<file path="src/rtl/prio_enc_pkg.sv">
// Package for the sequential priority encoder: FSM state type and a
// width-agnostic popcount helper.
package prio_enc_pkg;

   typedef enum logic {
      IDLE = 1'b0,
      EMIT = 1'b1
   } prio_enc_state_t;

   // Largest vector the popcount helper handles; callers zero-extend to this.
   localparam int POP_MAX_W = 256;
   localparam int POP_CNT_W = $clog2(POP_MAX_W) + 1;

   // Number of set bits in vec (callers cast their vector up to POP_MAX_W).
   function automatic logic [POP_CNT_W-1:0] popcount(input logic [POP_MAX_W-1:0] vec);
      logic [POP_CNT_W-1:0] cnt;
      cnt = '0;
      for (int i = 0; i < POP_MAX_W; i++) begin
         cnt = cnt + {{(POP_CNT_W-1){1'b0}}, vec[i]};
      end
      return cnt;
   endfunction

endpackage

</file>
<file path="src/rtl/prio_enc_comb.sv">
// Combinational priority encoder. MSB_FIRST=1 reports the highest set index,
// MSB_FIRST=0 the lowest. idx is 0 and found is 0 for an all-zero vector.
module prio_enc_comb #(
   parameter int WIDTH     = 8,
   parameter bit MSB_FIRST = 1'b1,
   localparam int IDX_W    = $clog2(WIDTH)
) (
   input  logic [WIDTH-1:0] vec,
   output logic [IDX_W-1:0] idx,
   output logic             found
);

   // Scan so that the winning bit is the last one visited: later hits overwrite.
   always_comb begin
      idx   = '0;
      found = 1'b0;
      if (MSB_FIRST) begin
         for (int i = 0; i < WIDTH; i++) begin
            if (vec[i]) begin
               idx   = IDX_W'(i);
               found = 1'b1;
            end
         end
      end else begin
         for (int i = WIDTH - 1; i >= 0; i--) begin
            if (vec[i]) begin
               idx   = IDX_W'(i);
               found = 1'b1;
            end
         end
      end
   end

endmodule

</file>
<file path="src/rtl/prio_encoder_seq.sv">
// Sequential priority encoder: captures a WIDTH-bit request vector over
// valid/ready and emits the index of every set bit, one beat per cycle, in
// priority order. An all-zero vector yields a single out_none beat.
// Optional feature macro: PRIO_ENC_SEQ_COUNT_EN adds out_cnt, the popcount of
// the captured vector held for the whole burst.
//
// Handshake: a transfer happens on a rising edge where valid && ready are both
// high. in_ready may depend combinationally on out_ready (back-to-back capture
// on the last beat); outputs are otherwise decoded from registered state only.
module prio_encoder_seq
   import prio_enc_pkg::*;
#(
   parameter int WIDTH     = 8,
   parameter bit MSB_FIRST = 1'b1,
   localparam int IDX_W    = $clog2(WIDTH)
) (
   input  logic             clk,
   input  logic             rst_n,
   input  logic             in_valid,
   output logic             in_ready,
   input  logic [WIDTH-1:0] in_vec,
   output logic             out_valid,
   input  logic             out_ready,
   output logic [IDX_W-1:0] out_idx,
   output logic             out_last,
   output logic             out_none,
`ifdef PRIO_ENC_SEQ_COUNT_EN
   output logic [IDX_W:0]   out_cnt,
`endif
   output logic             busy
);

   prio_enc_state_t  state_q, state_d;
   logic [WIDTH-1:0] pending_q, pending_d;
   logic [IDX_W-1:0] enc_idx;
   logic             enc_found;
   logic [WIDTH-1:0] clr_mask;
   logic             capture;
`ifdef PRIO_ENC_SEQ_COUNT_EN
   logic [IDX_W:0]   cnt_q, cnt_d;
`endif

   prio_enc_comb #(
      .WIDTH     (WIDTH),
      .MSB_FIRST (MSB_FIRST)
   ) u_enc (
      .vec   (pending_q),
      .idx   (enc_idx),
      .found (enc_found)
   );

   // One-hot mask of the bit being emitted this beat.
   assign clr_mask = WIDTH'(1) << enc_idx;

   // Next-state, pending update and handshake/output decode.
   always_comb begin
      state_d   = state_q;
      pending_d = pending_q;
      in_ready  = 1'b0;
      out_valid = 1'b0;
      out_last  = 1'b0;
      out_none  = 1'b0;
      capture   = 1'b0;
`ifdef PRIO_ENC_SEQ_COUNT_EN
      cnt_d     = cnt_q;
`endif
      case (state_q)
         IDLE: begin
            in_ready = 1'b1;
         end
         EMIT: begin
            out_valid = 1'b1;
            out_none  = !enc_found;
            out_last  = (popcount(POP_MAX_W'(pending_q)) <= POP_CNT_W'(1));
            in_ready  = out_last && out_ready;
            if (out_ready) begin
               pending_d = pending_q & ~clr_mask;
               if (out_last) begin
                  state_d = IDLE;
               end
            end
         end
         default: begin
            state_d = IDLE;
         end
      endcase
      capture = in_valid && in_ready;
      if (capture) begin
         pending_d = in_vec;
         state_d   = EMIT;
`ifdef PRIO_ENC_SEQ_COUNT_EN
         cnt_d     = (IDX_W+1)'(popcount(POP_MAX_W'(in_vec)));
`endif
      end
   end

   // State, pending vector and optional burst popcount registers.
   always_ff @(posedge clk or negedge rst_n) begin
      if (!rst_n) begin
         state_q   <= IDLE;
         pending_q <= '0;
`ifdef PRIO_ENC_SEQ_COUNT_EN
         cnt_q     <= '0;
`endif
      end else begin
         state_q   <= state_d;
         pending_q <= pending_d;
`ifdef PRIO_ENC_SEQ_COUNT_EN
         cnt_q     <= cnt_d;
`endif
      end
   end

   // pending_q is zero whenever the block is idle, so the encoder index is 0 there.
   assign out_idx = enc_idx;
   assign busy    = (state_q == EMIT);
`ifdef PRIO_ENC_SEQ_COUNT_EN
   assign out_cnt = cnt_q;
`endif

endmodule

</file>
<file path="config.mk">
export PLATFORM = sky130hd
export DESIGN_NAME = prio_encoder_seq
export DESIGN_NICKNAME = d
export VERILOG_FILES = /design/src/rtl/prio_enc_pkg.sv /design/src/rtl/prio_enc_comb.sv /design/src/rtl/prio_encoder_seq.sv
export SDC_FILE = /design/constraint.sdc
export NUM_CORES = 1
export LEC_CHECK = 0
export BUFFER_PORTS_ARGS = -buffer_cell sky130_fd_sc_hd__buf_4
export CAP_MARGIN = 20
export CELL_PAD_IN_SITES_DETAIL_PLACEMENT = 1
export CELL_PAD_IN_SITES_GLOBAL_PLACEMENT = 2
export CORE_ASPECT_RATIO = 1.5
export CORE_MARGIN = 8
export CORE_UTILIZATION = 35
export CTS_BUF_LIST = sky130_fd_sc_hd__clkbuf_2 sky130_fd_sc_hd__clkbuf_4 sky130_fd_sc_hd__clkbuf_8
export CTS_CLUSTER_DIAMETER = 60
export DETAILED_ROUTE_END_ITERATION = 10
export PLACE_DENSITY = 0.88
export RECOVER_POWER = 100
export SYNTH_ARGS = -nofsm -noshare
export SYNTH_HDL_FRONTEND = slang
export SYNTH_SLANG_ARGS = --single-unit
</file>
<file path="constraint.sdc">
create_clock -name clk -period 11.4 [get_ports clk]
set_input_delay 1.71 -clock clk [delete_from_list [all_inputs] [get_ports clk]]
set_output_delay 1.71 -clock clk [all_outputs]
set_load 0.01 [all_outputs]
</file>
==> results of run 1 <==
state kept, by name, summed over array words and instances (netlist names):
register and flops:
busy 1, pending_q 8
per-stage QoR:
step / setup slack (ns) / hold WS [ns] / area (µm²)
floorplan: 6.58 / 0.560 / 733
global placement: 6.48 / 0.598 / 885
detailed placement: 6.42 / 0.625 / 885
CTS: 6.11 / 0.634 / 915
global route: 5.96 / 0.698 / 877
finish: 6.13 / 0.626 / 877
worst register-to-register path, stage by stage, from the launching register on:
cell	delay (ns)
dfrtp_1	0.40
fa_1	0.54
inv_1	0.05
fa_1	0.44
fa_1	0.49
inv_1	0.05
ha_1	0.21
fa_1	0.57
nand3b_1	0.12
and4bb_2	0.23
o21ai_0	1.03
mux2_2	0.44
worst max-delay path by stage:
stage,to,depth (start not counted),startpoint
final,in_ready,10,pending_q[0]$_DFFE_PN0P_
after global routing,in_ready,10,pending_q[3]$_DFFE_PN0P_
after CTS,in_ready,10,pending_q[3]$_DFFE_PN0P_
after detailed placement,in_ready,10,pending_q[0]$_DFFE_PN0P_
after global placement,in_ready,10,pending_q[0]$_DFFE_PN0P_
after floorplan,in_ready,9,pending_q[0]$_DFFE_PN0P_
per-layer routing:
metal  track usage [%]  vias to the layer above
met5                 0                        -
met4              7.61                        0
met3              2.45                        5
met2              19.9                       14
met1              11.7                      295
li1                  -                      297
layout make-up:
type                       instances  area [µm²]  share of cell area (%)
tap                               22        27.5                    3.14
timing repair buffer              19         113                    12.8
sequential                         9         225                    25.7
multi-input combinational         50         433                    49.4
clock buffer                       4        30.0                    3.42
inverter                          13        48.8                    5.56
cells by family after synthesis:
| logic type | after synthesis | synth area share [%] |
|---|---|---|
| flip-flops | 9 | 30.7 |
| AND/OR/NAND/NOR | 18 | 15.7 |
| AO/OA/AOI/OAI | 17 | 15.7 |
| adder cells (fa/ha/maj) | 8 | 17.7 |
| multiplexers | 7 | 10.9 |
| buffers and inverters | 15 | 9.22 |
layout by cell type, fill, tap and decap left out, types with 2 or more instances in the layout:
master and instances:
mux2i_1 2, nor2_1 4, clkbuf_4 4, inv_1 13, o21ai_0 3, a21oi_1 2
mux2_2 4, clkbuf_1 8, buf_4 11, a31oi_1 3, o31ai_1 3, nand2b_1 2
fa_1 4, nor2b_1 2, nand2_1 2, nor3b_1 2, o22ai_1 2, dfrtp_1 9
ha_1 4
==> metrics.txt, run 1 <==
EDFF count, synth=0; Mapped Nets=94; endpoint class of the critical path=output port; Worst setup SP type=flop; period utilisation layout=46.2%; share of the synthesized area in the top cell type=30.7%; Post-route DRC=0; DR vias=611; setup violators final=0; Setup Crit Path Kind=flop to output port; number of library cell types mapped by synthesis=30; HPWL after detailed placement=1670 µm; FF-to-FF End=pending_q[5]$_DFFE_PN0P_; #FFs+latches synth=9; vias per cell=5.22; worst r2r src=pending_q[0]$_DFFE_PN0P_; min Tclk post-route=5.27 ns; Finished Layout Cells=117; Req. time, crit path=9.69 ns; CP Max Fanout=4; Critical Path AT=3.56 ns; biggest cell delay along the critical path=0.54 ns; WHS Path Cells=2; Placer Congestion=0.771; max cap viols=0; Synth Flop Type=dfrtp_1; register area share after synthesis=30.7%; WL met2=1090 µm; Post-synth ARST share=100%; normalized max-slew margin=9.99%; Post-DRT Antenna Nets=0; Avg Synthesized Cell Area=9.91 µm²; reg2reg setup slack=6.72 ns; total CTS buffers=3; HP Start=pending_q[3]$_DFFE_PN0P_; delay-heaviest family, CP=adder cells; clk root buf=clkbuf_4; largest cells by area after synthesis=dfrtp_1 31%, fa_1 11%, ha_1 6.8%; global route overflow=0; number of buffers added on ports=19; Layout Nets=116; core area=0.00200 mm²; clk_lat worst skew=0.28 ns; hold_buf cts=0; largest net degree at the start of global routing=11; drt pass-1 iters=2; filler instances=249; CTS tree=yes; M1 WL=744 µm; DR WL/cell=16.8 µm; Cell Rows=20; Hold Path Class=flop to flop; Post-Route WL=1960 µm; uppermost layer routed=met4; share of layout cells above drive strength 1=23.2%; Fin. Hold Viols=0; Max Freq=190 MHz; area of the mapped netlist=733 µm²; Core Util, Final=43.8%; first-pass GRT wire length=3170 µm; Ports=20; Slowest-stage cell, CP=fa_1; RSZ-0062 raised after global routing=false; CP bufs+invs=3; Setup Fix Bufs, Post-CTS=0; met3 routed WL=69 µm; Worst Hold End=pending_q[3]$_DFFE_PN0P_; Die X=53.4 µm; Reg2Reg Depth=11; synth-to-layout area growth=19.6%; Final Skew=0.00534 ns; Clock H-tree levels=1; Synth area leader=dfrtp_1; CTS Buffer Depth=2; top cells by count, synth=13 x inv_1, 9 x dfrtp_1; Top cell by count, worst path=fa_1; Post-Syn Instances=74; vias in the first global route=665; status=finished, final reports clean; die area=0.00385 mm²; die height=72.1 µm; Syn. warnings=0; count leader, synth=inv_1; Placed Cells incl. Taps=113; CP Cell Sequence=fa_1 > inv_1 > fa_1 > fa_1 > inv_1 > ha_1 > fa_1 > nand2b_1 > o21ai_0 > clkbuf_1; # diodes=0; initial antenna violation count=0; Worst-Margin Slew=1.34 ns; GRT Total Usage=11.5%; clk slew on worst S/H paths=0.07 ns; post-CTS sizing=0; clk sinks=9; final number of max-transition violations=0; Initial Util=36.6%; setup_tns=0 ns; Iter 0 DRT Violations=6
Power of run 1 is left out: the tool's default activity adds up to more than one toggle a clock period on the data nets, which glitch-free logic cannot reach.
==> inputs of run 2 (changes only) <==
--- a/config.mk
+++ b/config.mk
@@ -11,11 +11,11 @@
 export CELL_PAD_IN_SITES_GLOBAL_PLACEMENT = 2
 export CORE_ASPECT_RATIO = 1.5
 export CORE_MARGIN = 8
-export CORE_UTILIZATION = 35
+export CORE_UTILIZATION = 29
 export CTS_BUF_LIST = sky130_fd_sc_hd__clkbuf_2 sky130_fd_sc_hd__clkbuf_4 sky130_fd_sc_hd__clkbuf_8
 export CTS_CLUSTER_DIAMETER = 60
 export DETAILED_ROUTE_END_ITERATION = 10
-export PLACE_DENSITY = 0.88
+export PLACE_DENSITY = 0.78
 export RECOVER_POWER = 100
 export SYNTH_ARGS = -nofsm -noshare
 export SYNTH_HDL_FRONTEND = slang
==> constraint.sdc (replaced) <==
create_clock -name clk -period 4.35 [get_ports clk]
set_input_delay 0.6525 -clock clk [delete_from_list [all_inputs] [get_ports clk]]
set_output_delay 0.6525 -clock clk [all_outputs]
set_load 0.01 [all_outputs]
==> metrics.txt, run 2 (synthesis gave the netlist of run 1 again) <==
grt met2 use=16.6%; Post-route DRC=0; first-pass GRT wire length=3380 µm; Layout Nets=117; core area=0.00242 mm²; vias per cell=5.01; vias in the first global route=730; Clock H-tree levels=1; period utilisation layout=95.2%; worst r2r src=pending_q[0]$_DFFE_PN0P_; hold_buf cts=0; setup violators final=0; FF-to-FF End=pending_q[0]$_DFFE_PN0P_; Biggest register=pending_q; RSZ-0062 raised after global routing=false; Largest register FFs=8; Die X=57.1 µm; Hold Path Class=input port to async pin; CP Max Fanout=4; final number of max-transition violations=0; share of layout cells above drive strength 1=24.0%; clk_lat worst skew=0.25 ns; commonest non-fill, non-tap cell in the layout=inv_1; die height=77.6 µm; Critical Path AT=3.49 ns; DR WL/cell=15.8 µm; Placer Congestion=0.692; total CTS buffers=3; synth-to-layout area growth=21.0%; clk root buf=clkbuf_4; Setup Crit Path Kind=flop to output port; Post-Route WL=1890 µm; reg2reg setup slack=0.38 ns; normalized max-slew margin=67.0%; filler instances=297; GRT Total Usage=9.44%; drt pass-1 iters=2; largest net degree at the start of global routing=11; GR met1 Demand/Resource=10.2%; HPWL after detailed placement=1670 µm; max cap viols=0; commonest non-fill, non-tap cells in the layout=13 x inv_1, 12 x buf_4, 9 x dfrtp_1; Fin. Hold Viols=0; status=finished, final reports clean; CTS Buffer Depth=2; initial antenna violation count=0; DR vias=601; # diodes=0; Req. time, crit path=3.70 ns; met3 Usage GRT=0.977%; Top Usage Layer GRT=met2; Ports=20; Worst-Margin Slew=0.495 ns; Reg2Reg Depth=11; Max Freq=242 MHz; setup_tns=0 ns; Initial Util=30.3%; Worst setup SP type=flop; Cell Rows=22; clk sinks=9; global route overflow=0; Iter 0 DRT Violations=8; endpoint class of the critical path=output port; Post-DRT Antenna Nets=0; Final Skew=0.00409 ns; min Tclk post-route=4.14 ns; clk slew on worst S/H paths=0.06 ns; die area=0.00443 mm²; number of buffers added on ports=19; CTS tree=yes
-- run 2: cell count changes in the layout (fill, tap and decap cells not counted), sizes merged --
cell | before | now
buf | 11 | 12
-- run 2: stage by stage --
| step | util, % | cells | setup WS, ns | hold slack [ns] | cell area, µm² |
|---|---|---|---|---|---|
| after floorplan | - | 74 | 0.561 | 0.357 | 733 |
| after global placement | 36.9 | 116 | 0.409 | 0.483 | 895 |
| after detailed placement | 36.9 | 116 | 0.337 | 0.484 | 895 |
| after CTS | 38.2 | 120 | 0.116 | 0.205 | 925 |
| after global routing | 36.6 | 120 | 0.0223 | 0.360 | 887 |
| final | 36.6 | 120 | 0.210 | 0.329 | 887 |
-- run 2: what timing repair did --
| action | CTS | global route |
|---|---|---|
| buffers inserted | 0 | 0 |
| gates resized for setup | 0 | 1 |
| setup endpoints to repair | 0 | 1 |
-- run 2: worst max-delay path by stage --
stage	startpoint	end	slack (ns)
final	pending_q[0]$_DFFE_PN0P_	in_ready	0.21
after global routing	pending_q[0]$_DFFE_PN0P_	out_last	0.02
after CTS	pending_q[3]$_DFFE_PN0P_	in_ready	0.12
after detailed placement	pending_q[3]$_DFFE_PN0P_	pending_q[4]$_DFFE_PN0P_	0.34
after global placement	pending_q[3]$_DFFE_PN0P_	pending_q[1]$_DFFE_PN0P_	0.41
after floorplan	pending_q[0]$_DFFE_PN0P_	pending_q[1]$_DFFE_PN0P_	0.56
-- run 2: cell type report --
cell class                 instances  area [µm²]  area share [%]
clock buffer                       4        30.0            3.39
inverter                          13        48.8            5.50
multi-input combinational         50         433            48.8
sequential                         9         225            25.4
tap                               24        30.0            3.39
timing repair buffer              20         120            13.5
-- run 2: metal layers --
layer,up-vias,part of all wire (%)
met5,-,0
met4,0,2.2
met3,2,2.3
met2,9,58
met1,292,38
li1,298,-
-- run 2: critical path: stages, from the launching register on --
cell and delay (ns):
dfrtp_1 0.39, fa_1 0.54, inv_1 0.05, fa_1 0.45, fa_1 0.49, inv_1 0.04
ha_1 0.21, fa_1 0.53, nand2b_1 0.19, o21ai_1 0.17, clkbuf_1 0.17
Power of run 2 is left out for the same reason.
==> inputs of run 3 (changes only) <==
--- a/config.mk
+++ b/config.mk
@@ -11,12 +11,13 @@
 export CELL_PAD_IN_SITES_GLOBAL_PLACEMENT = 2
 export CORE_ASPECT_RATIO = 1.5
 export CORE_MARGIN = 8
-export CORE_UTILIZATION = 29
+export CORE_UTILIZATION = 32
 export CTS_BUF_LIST = sky130_fd_sc_hd__clkbuf_2 sky130_fd_sc_hd__clkbuf_4 sky130_fd_sc_hd__clkbuf_8
 export CTS_CLUSTER_DIAMETER = 60
 export DETAILED_ROUTE_END_ITERATION = 10
-export PLACE_DENSITY = 0.78
+export PLACE_DENSITY = 0.82
 export RECOVER_POWER = 100
 export SYNTH_ARGS = -nofsm -noshare
 export SYNTH_HDL_FRONTEND = slang
 export SYNTH_SLANG_ARGS = --single-unit
+export TNS_END_PERCENT = 10
==> constraint.sdc (replaced) <==
create_clock -name clk -period 4.2 [get_ports clk]
set_input_delay 0.63 -clock clk [delete_from_list [all_inputs] [get_ports clk]]
set_output_delay 0.63 -clock clk [all_outputs]
set_load 0.01 [all_outputs]
==> metrics.txt, run 3 (synthesis gave the netlist of run 1 again) <==
status=finished, final reports clean; Die X=55.1 µm; WL met2=1010 µm; max cap viols=0; Final Skew=0.00565 ns; Slowest-stage cell, CP=fa_2; clk root buf=clkbuf_4; total CTS buffers=3; hold_buf cts=0; Clock H-tree levels=1; commonest non-fill, non-tap cells in the layout=13 x inv_1, 13 x buf_4, 9 x dfrtp_1; Top cell by count, worst path=fa_1; Post-DRT Antenna Nets=0; die height=74.6 µm; initial antenna violation count=0; die area=0.00411 mm²; Setup Crit Path Kind=flop to output port; first-pass GRT wire length=3220 µm; Largest register FFs=8; synth-to-layout area growth=24.2%; M1 WL=699 µm; Ports=20; core area=0.00221 mm²; largest net degree at the start of global routing=11; Worst-Margin Slew=0.527 ns; setup violators final=0; uppermost layer routed=met4; Req. time, crit path=3.57 ns; min Tclk post-route=4.05 ns; drt pass-1 iters=4; normalized max-slew margin=64.8%; Critical Path AT=3.42 ns; # diodes=0; endpoint class of the critical path=output port; CP Cell Sequence=fa_1 > inv_1 > fa_1 > fa_1 > inv_1 > ha_1 > fa_2 > nand2b_1 > o21ai_2 > buf_4; HPWL after detailed placement=1570 µm; clk sinks=9; Setup Fix Bufs, Post-CTS=0; period utilisation layout=96.5%; Layout Nets=117; Max Freq=247 MHz; clk_lat worst skew=0.26 ns; DR WL/cell=15.4 µm; biggest cell delay along the critical path=0.57 ns; Cell Rows=21; Post-route DRC=0; CP Max Fanout=4; Hold Path Class=input port to async pin; dpl ws=0.272 ns; vias per cell=5.05; vias in the first global route=699; Post-Route WL=1830 µm; final number of max-transition violations=0; share of layout cells above drive strength 1=31.3%; GRT Total Usage=10.4%; Fin. Hold Viols=0; Initial Util=33.2%; global route overflow=0; worst setup margin=0.147 ns; DR vias=601; CTS tree=yes; Iter 0 DRT Violations=12; Worst setup SP type=flop; Placer Congestion=0.819; number of buffers added on ports=19; met3 routed WL=98 µm; clk slew on worst S/H paths=0.07 ns; CTS Buffer Depth=2; Biggest register=pending_q
==> run 3: through the flow <==
stage | cell area [µm²] | TNS (ns) | hold WS (ns) | util, % | std cells
floorplan | 733 | 0 | 0.334 | - | 74
global placement | 893 | 0 | 0.465 | 40.5 | 115
detailed placement | 893 | 0 | 0.464 | 40.5 | 115
CTS | 923 | 0 | 0.184 | 41.8 | 119
global route | 911 | -0.0105 | 0.358 | 41.3 | 119
finish | 911 | 0 | 0.311 | 41.3 | 119
==> run 3: path summary, 6_finish.rpt <==
kind	cells after the start	from	end	slack, ns
max in group asynchronous	1	rst_n	pending_q[2]$_DFFE_PN0P_	3.54
min in group clk	2	in_vec[1]	pending_q[1]$_DFFE_PN0P_	0.59
worst min-delay path	1	rst_n	pending_q[5]$_DFFE_PN0P_	0.31
worst max-delay path	10	pending_q[0]$_DFFE_PN0P_	in_ready	0.15
worst max register to register	12	pending_q[0]$_DFFE_PN0P_	pending_q[0]$_DFFE_PN0P_	0.23
worst min register to register	2	pending_q[3]$_DFFE_PN0P_	pending_q[3]$_DFFE_PN0P_	0.62
==> run 3: worst max-delay path, delay by kind of cell, from the launching register on <==
family | cells | cell delay [ns]
AOI/OAI and AO/OA | 1 | 0.08
adders and majority gates | 5 | 2.28
buffers and inverters | 3 | 0.26
DFF | 1 | 0.40
and+or+nand+nor | 1 | 0.15
==> run 3: area by class of cell <==
| class | instances | area [µm²] |
|---|---|---|
| well taps | 23 | 28.8 |
| flip-flops and latches | 9 | 225 |
| inverters | 13 | 48.8 |
| fillers | 269 | 1300 |
| repair buffers | 20 | 125 |
| multi-input cells | 50 | 453 |
| clock buffers | 4 | 30.0 |
==> run 3: routing by layer <==
layer	GRT usage, %	up-vias
li1	-	298
met5	0	-
met3	1.98	2
met1	12.6	286
met2	17.3	15
met4	4.02	0
==> run 3: what timing repair did <==
item | 4_1_cts | 5_1_grt
endpoints found under the setup margin | 1 | 2
resized for setup | 1 | 5
pin swaps | 0 | 2
Power of run 3 is left out for the same reason.
